--- src/rtl/alu_pkg.sv ---
// alu_pkg: types and constants shared by the ALU and its result buffer.
//   ALU_WIDTH   : default result width
//   *_BIT       : flag positions inside a packed entry, counted above the Y field
//   alu_entry_t : packed result entry {pos, neg, overflow, err, y} at ALU_WIDTH
package alu_pkg;
  localparam int ALU_WIDTH = 4;
  localparam int FLAG_W    = 4;
  localparam int ERR_BIT   = 0;
  localparam int OVF_BIT   = 1;
  localparam int NEG_BIT   = 2;
  localparam int POS_BIT   = 3;

  typedef struct packed {
    logic                 pos;
    logic                 neg;
    logic                 overflow;
    logic                 err;
    logic [ALU_WIDTH-1:0] y;
  } alu_entry_t;
endpackage

--- src/rtl/alu_sat_counter.sv ---
// alu_sat_counter: saturating up-counter with synchronous clear.
//   i_CLK, i_RSTn : clock, async active-low reset
//   i_inc         : add one (holds at all-ones)
//   i_clr         : clear to zero, wins over i_inc
//   o_cnt         : current count
module alu_sat_counter #(
  parameter int CNT_W = 8
) (
  input  logic             i_CLK,
  input  logic             i_RSTn,
  input  logic             i_inc,
  input  logic             i_clr,
  output logic [CNT_W-1:0] o_cnt
);
  logic [CNT_W-1:0] cnt_q, cnt_d;

  always_comb begin
    cnt_d = cnt_q;
    if (i_clr)                   cnt_d = '0;
    else if (i_inc && ~&cnt_q)   cnt_d = cnt_q + CNT_W'(1);
  end

  always_ff @(posedge i_CLK or negedge i_RSTn) begin
    if (!i_RSTn) cnt_q <= '0;
    else         cnt_q <= cnt_d;
  end

  assign o_cnt = cnt_q;
endmodule

--- src/rtl/alu_result_buffer.sv ---
// alu_result_buffer: FIFO between the ALU and its consumer. Captures {Y, err,
// overflow, neg, pos} on i_VALID/o_READY and presents the oldest entry on
// o_VALID/i_READY. One-cycle latency, no bypass.
//   i_CLK, i_RSTn          : clock, async active-low reset (drops all entries)
//   i_VALID/o_READY, i_Y, i_err/i_overflow/i_neg/i_pos : upstream side
//   o_VALID/i_READY, o_Y, o_err/o_overflow/o_neg/o_pos : consumer side
//   o_level                : occupancy 0..DEPTH
//   i_clr_stats, o_err_cnt, o_ovf_cnt : error/overflow statistics
// Macro ALU_RES_STATS_EN enables the statistics counters; without it the
// counter outputs are tied to 0 and i_clr_stats is ignored.
module alu_result_buffer
  import alu_pkg::*;
#(
  parameter int WIDTH = ALU_WIDTH,
  parameter int DEPTH = 4,
  parameter int CNT_W = 8
) (
  input  logic                       i_CLK,
  input  logic                       i_RSTn,
  input  logic                       i_VALID,
  output logic                       o_READY,
  input  logic [WIDTH-1:0]           i_Y,
  input  logic                       i_err,
  input  logic                       i_overflow,
  input  logic                       i_neg,
  input  logic                       i_pos,
  output logic                       o_VALID,
  input  logic                       i_READY,
  output logic [WIDTH-1:0]           o_Y,
  output logic                       o_err,
  output logic                       o_overflow,
  output logic                       o_neg,
  output logic                       o_pos,
  output logic [$clog2(DEPTH):0]     o_level,
  input  logic                       i_clr_stats,
  output logic [CNT_W-1:0]           o_err_cnt,
  output logic [CNT_W-1:0]           o_ovf_cnt
);
  localparam int ADDR_W = $clog2(DEPTH);
  localparam int ENT_W  = WIDTH + FLAG_W;
  localparam logic [ADDR_W:0] FULL_LVL = (ADDR_W+1)'(DEPTH);

  logic [ENT_W-1:0]  mem_q [DEPTH];
  logic [ENT_W-1:0]  mem_d [DEPTH];
  logic [ADDR_W-1:0] wr_ptr_q, wr_ptr_d, rd_ptr_q, rd_ptr_d;
  logic [ADDR_W:0]   level_q, level_d;
  logic              push, pop;
  logic [ENT_W-1:0]  wr_ent, head;

  // Ready depends only on registered level, so no path from i_READY.
  assign o_READY = (level_q != FULL_LVL);
  assign o_VALID = (level_q != '0);
  assign push    = i_VALID & o_READY;
  assign pop     = o_VALID & i_READY;

  // Contradictory sign flags mark the result as erroneous.
  assign wr_ent = {i_pos, i_neg, i_overflow, i_err | (i_neg & i_pos), i_Y};

  always_comb begin
    for (int i = 0; i < DEPTH; i++) mem_d[i] = mem_q[i];
    wr_ptr_d = wr_ptr_q;
    rd_ptr_d = rd_ptr_q;
    level_d  = level_q;
    if (push) begin
      mem_d[wr_ptr_q] = wr_ent;
      wr_ptr_d        = wr_ptr_q + ADDR_W'(1);
    end
    if (pop) rd_ptr_d = rd_ptr_q + ADDR_W'(1);
    case ({push, pop})
      2'b10:   level_d = level_q + (ADDR_W+1)'(1);
      2'b01:   level_d = level_q - (ADDR_W+1)'(1);
      default: level_d = level_q;
    endcase
  end

  always_ff @(posedge i_CLK or negedge i_RSTn) begin
    if (!i_RSTn) begin
      for (int i = 0; i < DEPTH; i++) mem_q[i] <= '0;
      wr_ptr_q <= '0;
      rd_ptr_q <= '0;
      level_q  <= '0;
    end else begin
      for (int i = 0; i < DEPTH; i++) mem_q[i] <= mem_d[i];
      wr_ptr_q <= wr_ptr_d;
      rd_ptr_q <= rd_ptr_d;
      level_q  <= level_d;
    end
  end

  // Stale storage is masked so an empty buffer shows all-zero outputs.
  assign head       = o_VALID ? mem_q[rd_ptr_q] : '0;
  assign o_Y        = head[WIDTH-1:0];
  assign o_err      = head[WIDTH+ERR_BIT];
  assign o_overflow = head[WIDTH+OVF_BIT];
  assign o_neg      = head[WIDTH+NEG_BIT];
  assign o_pos      = head[WIDTH+POS_BIT];
  assign o_level    = level_q;

`ifdef ALU_RES_STATS_EN
  // Counted on the stored (sanitised) flags, not the raw inputs.
  alu_sat_counter #(.CNT_W(CNT_W)) u_err_cnt (
    .i_CLK  (i_CLK),
    .i_RSTn (i_RSTn),
    .i_inc  (push & wr_ent[WIDTH+ERR_BIT]),
    .i_clr  (i_clr_stats),
    .o_cnt  (o_err_cnt)
  );
  alu_sat_counter #(.CNT_W(CNT_W)) u_ovf_cnt (
    .i_CLK  (i_CLK),
    .i_RSTn (i_RSTn),
    .i_inc  (push & wr_ent[WIDTH+OVF_BIT]),
    .i_clr  (i_clr_stats),
    .o_cnt  (o_ovf_cnt)
  );
`else
  logic unused_clr_stats;
  assign unused_clr_stats = i_clr_stats;
  assign o_err_cnt = '0;
  assign o_ovf_cnt = '0;
`endif
endmodule

--- config.mk ---
export PLATFORM = sky130hd
export DESIGN_NAME = alu_result_buffer
export DESIGN_NICKNAME = d
export VERILOG_FILES = /design/src/rtl/alu_pkg.sv /design/src/rtl/alu_sat_counter.sv /design/src/rtl/alu_result_buffer.sv
export SDC_FILE = /design/constraint.sdc
export NUM_CORES = 1
export LEC_CHECK = 0
export CORE_UTILIZATION = 30
export DETAILED_ROUTE_END_ITERATION = 10
export GPL_TIMING_DRIVEN = 0
export PLACE_DENSITY = 0.61
export SLEW_MARGIN = 25
export SYNTH_ARGS = -nofsm -noshare
export SYNTH_HDL_FRONTEND = slang
export SYNTH_HIERARCHICAL = 1
export SYNTH_SLANG_ARGS = --single-unit
--- constraint.sdc ---
create_clock -name i_CLK -period 2.3 [get_ports i_CLK]
set_clock_uncertainty 0.2 [all_clocks]
set_input_delay 0.23 -clock i_CLK [delete_from_list [all_inputs] [get_ports i_CLK]]
set_output_delay 0.23 -clock i_CLK [all_outputs]
set_load 0.02 [all_outputs]
==> results <==
- The final worst-path cycle share is 96.6%.
- Sequential elements use 45.6% of the synthesized area.
- The clock tree from TritonCTS is built.
- In this run the remaining antenna-violating nets after routing total 0.
- The number of warning messages in the yosys log is 6.
- The average size of a mapped cell is 15.1 um^2.
- The number of global-route vias before repair came to 1223.
- Of the cells placed in the final design, the portion with a size suffix greater than 1 is 49.0%.
- The clock root buffer is clkbuf_8.
- Entering global routing, the biggest net connects 22 pins.
- The I/O pin total is 42.
- The worst register-to-register path has a setup slack of 0.09 ns.
- The number of max-slew violations in the final report is 0.
- The number of instances in the synthesized netlist is 142.
- Relative to the synthesized area, the layout overhead comes to 29.3%.
- The number of antenna violations at the first check in global routing is 0.
- Data on the critical path is required at its endpoint by 1.87 ns.
- The end of the worst register-to-register path is o_level[2].
- The final antenna diode count is 0.
- The number of nets at the end of the flow is 214.
- After detailed routing, the average wire length per cell comes to 12.9 um.
- The worst setup path is captured at a primary output.
- Ranked by instance count, the synthesized netlist is headed by 39 x dfrtp_1, 32 x mux2_4, 16 x buf_4.
- In this run the number of H-tree levels came out at 2.
- The portion of total power attributed to combinational logic is 53.5%.
- The synthesized design spends more area on one cell type than any other, namely dfrtp_1.
- The primary flip-flop cell chosen by synthesis mapping is dfrtp_1.
- The utilization after layout is 40.5%.
- The region available for standard cell placement spans 6830 um^2.
- The largest voltage drop on the vdd net is 0.000709 V.
- The synthesized design devotes to its leading area cell type 45.6% of total area.
- The final count of hold timing violations came to 0.
- Measured along the x axis, the die boundary spans 86.5 um.
- The first global-routing pass estimated 6.24 mm of wire.
- In the final layout, flip-flops and latches occupy 980 um^2.
- The sequential share of power is 32.0%.
- The share of total power dissipated in the clock network is 14.4%.
- The final instance area is 2770 um^2.
- Summing all multi-input logic gate instances after layout gives 1040 um^2.
- The synthesized design contains 0 enable-type register cells.
- STA classifies the critical path startpoint as a flip-flop.
- The layout has 667 filler cells.
- The worst-path cell with the longest stage delay is or3_2.
- The worst setup path startpoint is o_level[1].
- Clock-pin slew was measured on the worst setup and hold paths at 0.08 ns.
- Setup repair after global routing could not meet its margin everywhere.
- In this run, distinct cell masters in the synthesized netlist total 23.
- The tool flagged a number of max-cap violations equal to 0.
- The detailed-route wire length is 3.76 mm.
- The endpoint arrival time on the critical path is 1.79 ns.
- The number of detailed-route iterations in the first pass is 2.
- The leakage power of the design is 1.28 nW.
- The async set-or-reset flop fraction in the synthesized netlist is 100%.
- The peak per-stage delay on the critical path is 0.49 ns.
- At the end of routability-driven placement, the weighted congestion stood at 0.650.
- The min-delay analysis places its worst path in the category in -> async.
- Counting cells, the worst reg-to-reg path comes to 9.
- Ranked by total cell area, the synthesized netlist is headed by dfrtp_1 46%, mux2_4 22%, mux4_2 8.4%.
- The minimum clock period is 2.22 ns.
- dfrtp_1 is the most common cell in the netlist.
- The total number of clock tree sinks is 39.
- The critical-path maximum fanout is 10.
- The highest clock rate is 450 MHz.
- The total overflow left after global routing is 0.
- The largest buffer count on any clock path is 2.
- The startpoint of the worst register-to-register path is o_level[1].
- In this run, synthesis produced a sequential element count of 39.
- The area of placed instances is 2610 um^2.
- The fraction of power spent switching nets is 33.2%.
- The floorplan has 30 rows.
- Once the floorplan was initialized, standard cells occupied 31.4% of the core.
- Power comes to 4.00 mW.
- The run finished with clean final reports.
- The post-detailed-route via-to-cell ratio is 4.01.
- Setup violations remaining at the end of the flow were counted as 0.
- Summed over all nets, the switching power comes to 1.33 mW.
- The critical path goes through or3_2, clkbuf_8, and2_1, clkdlybuf4s15_1.
- The internal power consumption is 2.68 mW.
- The die covers 7480 um^2.
- The clock latency on the worst-skew pair is 0.29 ns.
- The number of design rule violations left after detail routing is 0.
- Input and output buffers added on the ports amount to 24.
- The floorplan die height is 86.5 um.
- The synthesized netlist occupies a cell area of 2140 um^2.
- Counting the buffers created by CTS gives 5.
- Summed over all failing endpoints, the final setup total negative slack is 0 ns.
- Dividing total power by cell area gives a power density of 1450 nW/um^2.
- The initial DRC count is 29.
- The placed wire-length estimate after detailed placement is 2.53 mm.
- The worst setup path is of the reg -> out kind.
- For this run, the total global-route usage over all layers was measured as 11.4%.
- The overall via count from detail_route is 1170.
==> worst max path at each step <==
stage / endpoint / slack (ns)
floorplan: o_level[2] / 0.005
global placement: o_level[0] / -0.36
detailed placement: o_Y[2] / -0.05
CTS: o_level[2] / 0.001
global route: o_level[2] / -0.01
finish: o_pos / 0.08
==> stage by stage <==
step                hold WS [ns]  setup slack, ns  cells
floorplan                 -0.266          0.00493    157
global placement           0.283           -0.360    277
detailed placement        0.0141          -0.0451    278
CTS                        0.236          0.00110    288
global route               0.279          -0.0146    292
finish                     0.228           0.0779    292
==> critical path: cells and delay by family (launching register included) <==
kind	cells	cell delay [ns]
buffers and inverters	2	0.46
and+or+nand+nor	2	0.63
DFF	1	0.41
==> power groups by stage <==
stage	clock, mW	combinational [mW]	sequential [mW]
2_1_floorplan	0	1.59	1.24
3_3_place_gp	0	2.18	1.26
3_5_place_dp	0	2.21	1.27
4_1_cts	0.591	2.12	1.29
5_1_grt	0.623	2.32	1.33
6_report	0.577	2.14	1.28
==> layout make-up <==
cell class	count	share of cell area, %
Multi-Input combinational cell	89	37.6
Sequential cell	39	35.4
Timing Repair Buffer	32	10.7
Buffer	23	7.28
Tap cell	96	4.34
Clock buffer	5	2.49
Clock inverter	3	1.58
Inverter	5	0.678
==> layer usage <==
metal	routed length, um	part of all wire [%]	GRT usage (%)	up-vias
li1	-	-	-	559
met1	1730	46	14.6	575
met2	1770	47	17.6	26
met3	167	4.4	3.33	10
met4	89	2.4	5.45	0
met5	0	0	0	-
==> kinds of logic (layout without fill, tap and decap cells) <==
family / after synthesis / in the layout / synth area share [%]
mux: 42 / 42 / 31.8
flops: 39 / 39 / 45.6
xor+xnor: 6 / 6 / 2.45
compound gates: 1 / 1 / 0.351
fa+ha+maj: 6 / 6 / 3.86
other cells: 1 / 16 / 0.175
simple gates: 18 / 18 / 6.07
buf+inv: 29 / 68 / 9.70
==> repair_timing <==
| action | CTS | global route |
|---|---|---|
| setup endpoints to repair | 10 | 9 |
| setup buffers | 2 | 4 |
| pin swaps | 1 | 3 |
| resized for setup | 15 | 13 |
| endpoints found under the hold margin | 18 | 0 |
| hold buffers | 1 | 0 |
==> sequential cells by signal, indices dropped and copies added, names as in the netlist <==
signal    flops
o_level       3
mem_q        32
wr_ptr_q      2
rd_ptr_q      2
==> cells in the final DEF, fill, tap and decap left out, types with 3 or more instances in the layout <==
cell type | synthesis | final
and2_1 | 9 | 8
and3_4 | 4 | 4
buf_4 | 16 | 22
buf_6 | 5 | 6
clkbuf_2 | 0 | 4
clkbuf_8 | 0 | 6
clkdlybuf4s15_1 | 0 | 4
clkdlybuf4s50_1 | 0 | 14
conb_1 | 1 | 16
dfrtp_1 | 39 | 36
dfrtp_2 | 0 | 3
ha_1 | 5 | 4
inv_1 | 5 | 5
mux2_4 | 32 | 32
mux4_2 | 8 | 8
xnor2_1 | 3 | 3
xor2_1 | 3 | 3
Power figures use the tool's default switching activity.
